$ cat src/rtl/proj_pkg.sv
// ---------------------------------------------------------------------------
// proj_pkg
// Shared types and constants for the projectile controller. The player-motion
// stage uses the same screen bounds and key codes.
//   dir_e          : DIR_LEFT = 0, DIR_RIGHT = 1
//   slot_state_e   : per-slot flight state
//   KEY_*          : keyboard scan codes
//   X_MIN / X_MAX  : legal projectile X range, inclusive
//   clamp_x()      : limits an 11-bit spawn X to X_MAX
// ---------------------------------------------------------------------------
package proj_pkg;

  typedef enum logic {
    DIR_LEFT  = 1'b0,
    DIR_RIGHT = 1'b1
  } dir_e;

  typedef enum logic {
    SLOT_IDLE = 1'b0,
    SLOT_FLY  = 1'b1
  } slot_state_e;

  localparam logic [7:0] KEY_A     = 8'h04;
  localparam logic [7:0] KEY_D     = 8'h07;
  localparam logic [7:0] KEY_SPACE = 8'h2C;
  localparam logic [7:0] SHOOT_KEY = KEY_SPACE;

  localparam int unsigned NUM_PROJ       = 4;
  localparam int unsigned PROJ_SPEED     = 12;
  localparam int unsigned COOLDOWN       = 8;
  localparam int unsigned X_MIN          = 0;
  localparam int unsigned X_MAX          = 639;
  localparam int unsigned SPAWN_X_OFFSET = 32;
  localparam int unsigned SPAWN_Y_OFFSET = 16;

  localparam int unsigned POS_W = 10;
  localparam int unsigned CD_W  = $clog2(COOLDOWN + 1);

  // A spawn point past the right edge is pulled back onto the screen rather
  // than being rejected, so the shot is never silently lost.
  function automatic logic [POS_W-1:0] clamp_x(input logic [POS_W:0] x_wide);
    if (x_wide > (POS_W + 1)'(X_MAX)) begin
      return POS_W'(X_MAX);
    end
    return x_wide[POS_W-1:0];
  endfunction

endpackage

$ cat src/rtl/proj_slot.sv
// ---------------------------------------------------------------------------
// proj_slot
// One projectile slot. Loads position and direction on spawn, moves
// PROJ_SPEED pixels per frame in its latched direction and retires when the
// next position leaves [X_MIN, X_MAX].
// Ports:
//   frame_clk, Reset        : frame clock, synchronous active-high reset
//   spawn                   : allocate this slot this frame (only honoured in IDLE)
//   spawn_x, spawn_y        : spawn position
//   spawn_dir               : direction latched at spawn
//   active                  : slot is in flight
//   x, y                    : current position (held after retirement)
// ---------------------------------------------------------------------------
module proj_slot
  import proj_pkg::*;
(
  input  logic             frame_clk,
  input  logic             Reset,
  input  logic             spawn,
  input  logic [POS_W-1:0] spawn_x,
  input  logic [POS_W-1:0] spawn_y,
  input  dir_e             spawn_dir,
  output logic             active,
  output logic [POS_W-1:0] x,
  output logic [POS_W-1:0] y
);

  slot_state_e      state_q, state_d;
  logic [POS_W-1:0] x_q, x_d;
  logic [POS_W-1:0] y_q, y_d;
  dir_e             dir_q, dir_d;

  logic [POS_W+1:0] next_ext;
  logic             out_of_range;

  // The move is computed with one bit beyond the 11-bit position sum so that a
  // leftward underflow shows up as a negative value instead of wrapping to a
  // large positive one; both cases land outside the legal range.
  always_comb begin
    if (dir_q == DIR_RIGHT) begin
      next_ext = {2'b00, x_q} + (POS_W + 2)'(PROJ_SPEED);
    end else begin
      next_ext = {2'b00, x_q} - (POS_W + 2)'(PROJ_SPEED);
    end
    out_of_range = ($signed(next_ext) < $signed((POS_W + 2)'(X_MIN))) ||
                   ($signed(next_ext) > $signed((POS_W + 2)'(X_MAX)));
  end

  // A slot spawned this frame only loads; its first move is the next frame.
  // On retirement x and y keep their last on-screen values.
  always_comb begin
    state_d = state_q;
    x_d     = x_q;
    y_d     = y_q;
    dir_d   = dir_q;
    case (state_q)
      SLOT_IDLE: begin
        if (spawn) begin
          state_d = SLOT_FLY;
          x_d     = spawn_x;
          y_d     = spawn_y;
          dir_d   = spawn_dir;
        end
      end
      SLOT_FLY: begin
        if (out_of_range) begin
          state_d = SLOT_IDLE;
        end else begin
          x_d = next_ext[POS_W-1:0];
        end
      end
      default: state_d = SLOT_IDLE;
    endcase
  end

  always_ff @(posedge frame_clk) begin
    if (Reset) begin
      state_q <= SLOT_IDLE;
      x_q     <= '0;
      y_q     <= '0;
      dir_q   <= DIR_RIGHT;
    end else begin
      state_q <= state_d;
      x_q     <= x_d;
      y_q     <= y_d;
      dir_q   <= dir_d;
    end
  end

  assign active = (state_q == SLOT_FLY);
  assign x      = x_q;
  assign y      = y_q;

endmodule

$ cat src/rtl/proj_ctrl.sv
// ---------------------------------------------------------------------------
// proj_ctrl
// Projectile controller. Tracks facing, turns shoot-key presses into fire
// requests, enforces the cooldown, allocates the lowest free slot and counts
// accepted shots. Slot motion lives in proj_slot.
// Build option: define PROJ_AUTOFIRE_EN to make the fire request follow the
// key level (holding the key fires every time cooldown allows); by default a
// request needs a fresh key press.
// Ports:
//   frame_clk, Reset        : frame clock, synchronous active-high reset
//   keycodeshoot            : shoot key channel
//   keycode_dir             : movement key channel (A = left, D = right)
//   Ball_X, Ball_Y          : player position
//   proj_active             : per-slot in-flight flags
//   proj_x, proj_y          : packed positions, slot i at [10i+9:10i]
//   facing                  : 1 = right, 0 = left
//   shot_fired              : one-frame pulse on an accepted spawn
//   shot_count              : accepted shots, wraps at 256
// ---------------------------------------------------------------------------
module proj_ctrl
  import proj_pkg::*;
(
  input  logic                      frame_clk,
  input  logic                      Reset,
  input  logic [7:0]                keycodeshoot,
  input  logic [7:0]                keycode_dir,
  input  logic [POS_W-1:0]          Ball_X,
  input  logic [POS_W-1:0]          Ball_Y,
  output logic [NUM_PROJ-1:0]       proj_active,
  output logic [NUM_PROJ*POS_W-1:0] proj_x,
  output logic [NUM_PROJ*POS_W-1:0] proj_y,
  output logic                      facing,
  output logic                      shot_fired,
  output logic [7:0]                shot_count
);

  dir_e             facing_q, facing_d;
  logic [CD_W-1:0]  cooldown_q, cooldown_d;
  logic             shot_fired_q, shot_fired_d;
  logic [7:0]       shot_count_q, shot_count_d;

  logic             shoot_now;
  logic             fire_req;
  logic             accept;
  logic [NUM_PROJ-1:0] alloc;
  logic [POS_W-1:0] spawn_x;
  logic [POS_W-1:0] spawn_y;

`ifndef PROJ_AUTOFIRE_EN
  logic             shoot_prev_q, shoot_prev_d;
`endif

  assign shoot_now = (keycodeshoot == SHOOT_KEY);

  // Facing follows the direction key this frame so a shot fired on the same
  // frame as a turn already goes the new way.
  always_comb begin
    facing_d = facing_q;
    if (keycode_dir == KEY_A) begin
      facing_d = DIR_LEFT;
    end else if (keycode_dir == KEY_D) begin
      facing_d = DIR_RIGHT;
    end
  end

`ifdef PROJ_AUTOFIRE_EN
  assign fire_req = shoot_now;
`else
  assign fire_req     = shoot_now && !shoot_prev_q;
  assign shoot_prev_d = shoot_now;
`endif

  // Lowest-index free slot wins. This looks at the registered active flags,
  // so a slot retiring on this edge is not reused until the following frame.
  always_comb begin
    alloc = '0;
    for (int i = int'(NUM_PROJ) - 1; i >= 0; i--) begin
      if (!proj_active[i]) begin
        alloc    = '0;
        alloc[i] = 1'b1;
      end
    end
  end

  assign accept = fire_req && (cooldown_q == '0) && (|alloc);

  // Spawn point sits ahead of the player when facing right; facing left it
  // starts at the player origin.
  always_comb begin
    if (facing_d == DIR_RIGHT) begin
      spawn_x = clamp_x({1'b0, Ball_X} + (POS_W + 1)'(SPAWN_X_OFFSET));
    end else begin
      spawn_x = clamp_x({1'b0, Ball_X});
    end
    spawn_y = Ball_Y + POS_W'(SPAWN_Y_OFFSET);
  end

  // Rejected requests leave the cooldown alone; an accepted one reloads it.
  always_comb begin
    cooldown_d   = cooldown_q;
    shot_fired_d = accept;
    shot_count_d = shot_count_q;
    if (accept) begin
      cooldown_d   = CD_W'(COOLDOWN);
      shot_count_d = shot_count_q + 8'd1;
    end else if (cooldown_q != '0) begin
      cooldown_d = cooldown_q - CD_W'(1);
    end
  end

  always_ff @(posedge frame_clk) begin
    if (Reset) begin
      facing_q     <= DIR_RIGHT;
      cooldown_q   <= '0;
      shot_fired_q <= 1'b0;
      shot_count_q <= '0;
    end else begin
      facing_q     <= facing_d;
      cooldown_q   <= cooldown_d;
      shot_fired_q <= shot_fired_d;
      shot_count_q <= shot_count_d;
    end
  end

`ifndef PROJ_AUTOFIRE_EN
  always_ff @(posedge frame_clk) begin
    if (Reset) begin
      shoot_prev_q <= 1'b0;
    end else begin
      shoot_prev_q <= shoot_prev_d;
    end
  end
`endif

  for (genvar g = 0; g < int'(NUM_PROJ); g++) begin : g_slot
    proj_slot u_slot (
      .frame_clk (frame_clk),
      .Reset     (Reset),
      .spawn     (accept && alloc[g]),
      .spawn_x   (spawn_x),
      .spawn_y   (spawn_y),
      .spawn_dir (facing_d),
      .active    (proj_active[g]),
      .x         (proj_x[POS_W*g +: POS_W]),
      .y         (proj_y[POS_W*g +: POS_W])
    );
  end

  assign facing     = (facing_q == DIR_RIGHT);
  assign shot_fired = shot_fired_q;
  assign shot_count = shot_count_q;

endmodule

$ cat config.mk
export PLATFORM = sky130hd
export DESIGN_NAME = proj_ctrl
export DESIGN_NICKNAME = d
export VERILOG_FILES = /design/src/rtl/proj_pkg.sv /design/src/rtl/proj_slot.sv /design/src/rtl/proj_ctrl.sv
export SDC_FILE = /design/constraint.sdc
export NUM_CORES = 1
export LEC_CHECK = 0
export CORE_ASPECT_RATIO = 2
export CORE_UTILIZATION = 55
export DETAILED_ROUTE_END_ITERATION = 16
export PLACE_DENSITY = 0.83
export RECOVER_POWER = 50
export SYNTH_ARGS = -nofsm -noshare
export SYNTH_HDL_FRONTEND = slang
export SYNTH_HIERARCHICAL = 1
export SYNTH_SLANG_ARGS = --single-unit
$ cat constraint.sdc
create_clock -name frame_clk -period 6 [get_ports frame_clk]
set_input_delay 1.2 -clock frame_clk [delete_from_list [all_inputs] [get_ports frame_clk]]
set_output_delay 1.2 -clock frame_clk [all_outputs]
set_load 0.03 [all_outputs]
==> impl_metrics.json, run 1 <==
{
  "clkTransAtPathRegs_ns": 0.07,
  "rrSetupSlack_ns": 2.43,
  "p_comb_share_pct": 17.7,
  "gr-total-overflow": 0,
  "syn_area_per_cell_um2": 7.98,
  "post-route-period-util_pct": 71.5,
  "finalCriticalPeriod_ns": 4.29,
  "layout_commonest_cell": "nand2_1",
  "met3_usage_pct": 6.37,
  "num_rows": 53,
  "mostFrequentLayoutCells": "134 x nand2_1, 103 x dfxtp_1, 90 x dlygate4sd3_1",
  "post_drt_wl_per_cell_um": 17.7,
  "yosysSeqAreaShare_pct": 35.0,
  "drt_wl_total_um": 17700,
  "diodes": 0,
  "synth_fp_nets": 790,
  "drc_errors": 0,
  "met1_usage_pct": 35.0,
  "grt_pass1_wl_um": 28000,
  "crit_fanout": 15,
  "ys_ff_latch": 103,
  "clk_root_buffer_cell": "clkbuf_16",
  "cts_resized": 0,
  "hpwl_um": 13200,
  "end_kind": "register",
  "cp-start-kind": "input port",
  "placed_area_mm2": 0.00727,
  "cpMaxStageDelayCell": "nor4_1",
  "maxCapViolCount": 1,
  "die_w_um": 75.2,
  "cp_top_family": "simple AND/OR/NAND/NOR gates",
  "max_slew_margin_pct": -106,
  "postLayoutCoreUtil_pct": 72.1,
  "worst_hold_path_type": "register to register",
  "drt_pass1_iterations": 5,
  "use_met2_pct": 58.6,
  "syn_inst": 738,
  "yosysTopAreaCellShare_pct": 35.0,
  "die_y_um": 148,
  "power_frac_seq_pct": 45.9,
  "synth_area_mm2": 0.00589,
  "ys_dominant_reg_cell": "dfxtp_1",
  "cts_hold_buf": 0,
  "critical_path_buf_inv_count": 2,
  "yosysUniqueCellTypes": 60,
  "violations": "max-capacitance violations, max-slew violations",
  "clockBufferDepth": 2,
  "synthToLayoutAreaGrowth_pct": 28.2,
  "p_leak_nw": 2.87,
  "hold_slack_ns": 0.456,
  "post-cts-setup-buffers": 0,
  "core_mm2": 0.0105,
  "grt_most_used_layer": "met2",
  "fin_worst_skew_ns": 0.00874,
  "worstSetupPathType": "input port to register",
  "design_area_mm2": 0.00755,
  "dieArea_mm2": 0.0112,
  "htree_levels": 3,
  "grt_pass1_vias": 5761,
  "antenna_found_initial": 0,
  "grt_max_degree": 66,
  "synth_area_leaders": "dfxtp_1 35%, nand2_1 8.5%, a21oi_1 7.1%",
  "cts_tree": "done",
  "start_util_pct": 56.2,
  "cts_inserted_buffers": 9,
  "swShare_pct": 27.4,
  "viasPerCell": 6.10,
  "status": "finished with violations",
  "drtIter0Drc": 539,
  "slew_viol_final": 66,
  "synth-edff-count": 0,
  "clk_latency_ns": 0.34,
  "finalHoldViolCount": 0,
  "finalSetupViolations": 0,
  "ant_nets": 0,
  "worstPathRequired_ns": 6.07,
  "fmax_mhz": 233,
  "vias": 6083,
  "stdcell_count": 997,
  "worst_slew_pin_slew_ns": 3.09,
  "crit_chain": "clkdlybuf4s50_1 > or4b_4 > nor4_1 > nand3_1 > nor3b_1 > nor2b_1 > buf_4 > a31oi_4 > a221oi_1 > a211oi_2",
  "nFillCells": 857,
  "clkPwrFrac_pct": 36.3,
  "io_pins": 132,
  "fin_tns_setup_ns": 0,
  "nets": 907,
  "power_density_mw_per_mm2": 212,
  "vdd_drop_max_mv": 0.228,
  "numPortBuffers": 131,
  "cp_data_arrival_time_ns": 4.36,
  "power.switching_mw": 0.438,
  "drive_above_1_share_pct": 8.72,
  "async_reset_ff_share_pct": 0,
  "gp_congestion": 0.943,
  "rsz0062_at_grt": "no",
  "synth_warnings": 6,
  "slowest_delay_ns": 0.78,
  "p_int_mw": 1.16,
  "cts_sinks": 103,
  "grt_usage_pct": 32.6,
  "dp_cells": 981,
  "yosysTopAreaCell": "dfxtp_1"
}
cell type report:
| cell class | count | area (um^2) | share of cell area, % |
|---|---|---|---|
| Inverter | 26 | 97.6 | 1.29 |
| Sequential cell | 103 | 2060 | 27.3 |
| Multi-Input combinational cell | 579 | 3590 | 47.5 |
| Tap cell | 137 | 171 | 2.27 |
| Timing Repair Buffer | 136 | 1340 | 17.8 |
| Clock inverter | 3 | 42.5 | 0.563 |
| Clock buffer | 13 | 250 | 3.31 |
synthesized netlist by cell type, types with 5 or more instances:
cell type / n
a21oi_1: 84
nand2b_1: 13
o22ai_1: 9
a221oi_1: 5
nor2b_1: 5
and3_1: 5
o21ai_1: 12
clkbuf_1: 26
a211oi_2: 8
nand3_1: 28
a31oi_1: 6
xor2_1: 11
mux2i_1: 9
xnor2_1: 14
nor3_1: 31
dfxtp_1: 103
nand2_1: 134
a32o_1: 12
or3_1: 10
o21ai_0: 20
nor2_1: 51
inv_1: 25
or2_2: 13
and2_1: 6
ha_1: 14
sequential cells by signal, summed over array words and instances (netlist names):
register and cells:
g_slot.u_slot/x 40, g_slot.u_slot/y 40, shot_count 8, cooldown_q 4, g_slot.u_slot/active 4, g_slot.u_slot/dir_q 4
facing 1, shoot_prev_q 1, shot_fired 1
power groups by stage:
stage	Sequential, mW	Combinational (mW)	Clock [mW]
floorplan	0.760	0.173	0
global placement	0.748	0.269	0
detailed placement	0.751	0.282	0
CTS	0.735	0.284	0.585
global route	0.739	0.308	0.619
finish	0.735	0.284	0.582
routing by layer:
layer	vias to the layer above	wire length (um)
met5	-	0
met4	0	784
met3	56	1320
met2	288	9390
met1	2867	6150
li1	2872	-
metrics by stage:
step	power [mW]	setup WS, ns
2_1_floorplan	0.933	2.40
3_3_place_gp	1.02	1.57
3_5_place_dp	1.03	1.51
4_1_cts	1.60	1.84
5_1_grt	1.67	1.41
6_report	1.60	1.71
cells by family after synthesis:
logic type,synth area share [%]
adder cells (fa/ha/maj),2.97
AND/OR/NAND/NOR,27.5
buffers and inverters,4.08
flip-flops,35.0
XOR/XNOR,3.72
multiplexers,2.29
AO/OA/AOI/OAI,24.5
worst reg2reg max path, stage by stage, from the launching register on:
cell,delay (ns)
dfxtp_1,0.33
inv_1,0.09
ha_1,0.19
or3b_2,0.52
nor4_1,0.75
nand3_1,0.20
nor3b_1,0.29
nor2b_1,0.17
buf_4,0.25
a31oi_4,0.08
a221oi_1,0.36
a211oi_2,0.08
worst paths after layout:
check	start	to	cells after the start
hold reg to reg	g_slot[2].u_slot/y[1]$_SDFFE_PP0P_	g_slot[2].u_slot/y[1]$_SDFFE_PP0P_	2
setup reg to reg	cooldown_q[0]$_SDFFE_PP0P_	g_slot[3].u_slot/x[2]$_SDFFE_PP0P_	11
hold / removal	g_slot[2].u_slot/y[1]$_SDFFE_PP0P_	g_slot[2].u_slot/y[1]$_SDFFE_PP0P_	2
setup / recovery	keycodeshoot[4]	g_slot[3].u_slot/x[2]$_SDFFE_PP0P_	10
No activity file was read; power rests on OpenSTA's default activity.
==> run 2, diff against run 1 <==
Settings changed: CORE_UTILIZATION 55 to 46, PLACE_DENSITY 0.83 to 0.74.
Clock period 6 ns to 3.9 ns, I/O delays scaled along.
==> impl_metrics.json, run 2 (synthesis gave the netlist of run 1 again) <==
{
  "status": "completed",
  "critical_path_buf_inv_count": 2,
  "rsz0062_at_grt": "no",
  "io_pins": 132,
  "synthToLayoutAreaGrowth_pct": 29.8,
  "total_power_mw": 2.56,
  "worst_slew_pin_slew_ns": 0.945,
  "drtIter0Drc": 386,
  "worstPathRequired_ns": 4.09,
  "finalSetupViolations": 0,
  "power_density_mw_per_mm2": 335,
  "cp_top_family": "compound AO/OA/AOI/OAI gates",
  "end_kind": "register",
  "cts_tree": "done",
  "post-cts-setup-buffers": 0,
  "mostFrequentLayoutCells": "134 x nand2_1, 103 x dfxtp_1, 92 x dlygate4sd3_1",
  "start_util_pct": 46.9,
  "maxCapViolCount": 0,
  "p_leak_nw": 2.92,
  "cts_resized": 0,
  "gr-total-overflow": 0,
  "htree_levels": 3,
  "cts_inserted_buffers": 9,
  "multi_input_area_mm2": 0.00357,
  "cpMaxStageDelayCell": "or4b_1",
  "crit_fanout": 10,
  "fin_worst_skew_ns": 0.00604,
  "drive_above_1_share_pct": 9.45,
  "worstSetupPathType": "input port to register",
  "postLayoutCoreUtil_pct": 60.9,
  "diodes": 0,
  "layout_commonest_cell": "nand2_1",
  "ant_nets": 0,
  "clk_root_buffer_cell": "clkbuf_16",
  "vias": 6068,
  "fin_tns_setup_ns": 0,
  "cts_sinks": 103,
  "drc_errors": 0,
  "grt_pass1_wl_um": 28800,
  "nFillCells": 1124,
  "post-route-period-util_pct": 89.3,
  "hold_slack_ns": 0.457,
  "hpwl_um": 13700,
  "viasPerCell": 5.96,
  "clkTransAtPathRegs_ns": 0.07,
  "finalHoldViolCount": 0,
  "clk_latency_ns": 0.34,
  "num_rows": 58,
  "vdd_drop_max_mv": 0.337,
  "drt_pass1_iterations": 5,
  "core_mm2": 0.0126,
  "slew_viol_final": 0,
  "nets": 915,
  "numPortBuffers": 131,
  "dieArea_mm2": 0.0133,
  "worst_hold_path_type": "register to register",
  "drt_wl_total_um": 18200,
  "clockBufferDepth": 2,
  "cts_hold_buf": 0,
  "post_drt_wl_per_cell_um": 17.9,
  "die_y_um": 162,
  "crit_chain": "dlygate4sd3_1 > or4b_1 > o41a_1 > a21o_1 > inv_2 > nor2_1 > a31oi_1 > nand2b_1 > a221oi_1 > a211oi_2",
  "fmax_mhz": 287,
  "grt_usage_pct": 28.3,
  "cp-start-kind": "input port",
  "die_w_um": 82.0,
  "seqCellArea_mm2": 0.00206,
  "cp_data_arrival_time_ns": 3.68,
  "post-place-ws_ns": 0.174,
  "grt_pass1_vias": 5945,
  "max_slew_margin_pct": 36.5,
  "gp_congestion": 0.944,
  "slowest_delay_ns": 0.55,
  "finalCriticalPeriod_ns": 3.48,
  "fin_ws_ns": 0.416,
  "grt_max_degree": 76,
  "antenna_found_initial": 0
}
==> run 2: report_power, final <==
| part | internal, mW | switching, mW | leakage (nW) |
|---|---|---|---|
| Combinational | 0.190 | 0.248 | 1.94 |
| Clock | 0.584 | 0.407 | 0.155 |
| Sequential | 1.08 | 0.0498 | 0.831 |
| Total | 1.86 | 0.705 | 2.92 |
==> run 2: final timing paths <==
| path | from | to | slack, ns | depth (start not counted) |
|---|---|---|---|---|
| hold reg to reg | g_slot[2].u_slot/y[9]$_SDFFE_PP0P_ | g_slot[2].u_slot/y[9]$_SDFFE_PP0P_ | 0.46 | 2 |
| setup / recovery | keycode_dir[3] | g_slot[2].u_slot/x[2]$_SDFFE_PP0P_ | 0.42 | 10 |
| setup reg to reg | cooldown_q[0]$_SDFFE_PP0P_ | g_slot[3].u_slot/x[2]$_SDFFE_PP0P_ | 0.76 | 12 |
| hold / removal | g_slot[2].u_slot/y[9]$_SDFFE_PP0P_ | g_slot[2].u_slot/y[9]$_SDFFE_PP0P_ | 0.46 | 2 |
==> run 2: layer usage <==
metal	GRT usage, %	wire [um]	share of wire (%)	vias to the layer above
li1	-	-	-	2884
met1	27.2	6240	34	2853
met2	51.0	9690	53	253
met3	5.90	1010	5.6	78
met4	20.0	1260	6.9	0
met5	0	0	0	-
==> run 2: cell type report <==
cell class	instances	area share [%]
clock buffer	10	3.13
clock inverter	6	1.21
inverter	26	1.28
multi-input combinational	579	46.7
sequential	103	27.0
tap	150	2.46
timing repair buffer	144	18.3
==> run 2: worst min-delay path, delay by kind of cell (launching register included) <==
kind / cells / cell delay [ns]
flip-flops: 1 / 0.31
AND/OR/NAND/NOR: 1 / 0.05
AO/OA/AOI/OAI: 1 / 0.05
==> run 2: per-stage QoR <==
step,instances,instance area [um^2]
floorplan,738,5890
detailed placement,1002,7340
finish,1018,7640
global route,1018,7640
global placement,1002,7340
CTS,1018,7670
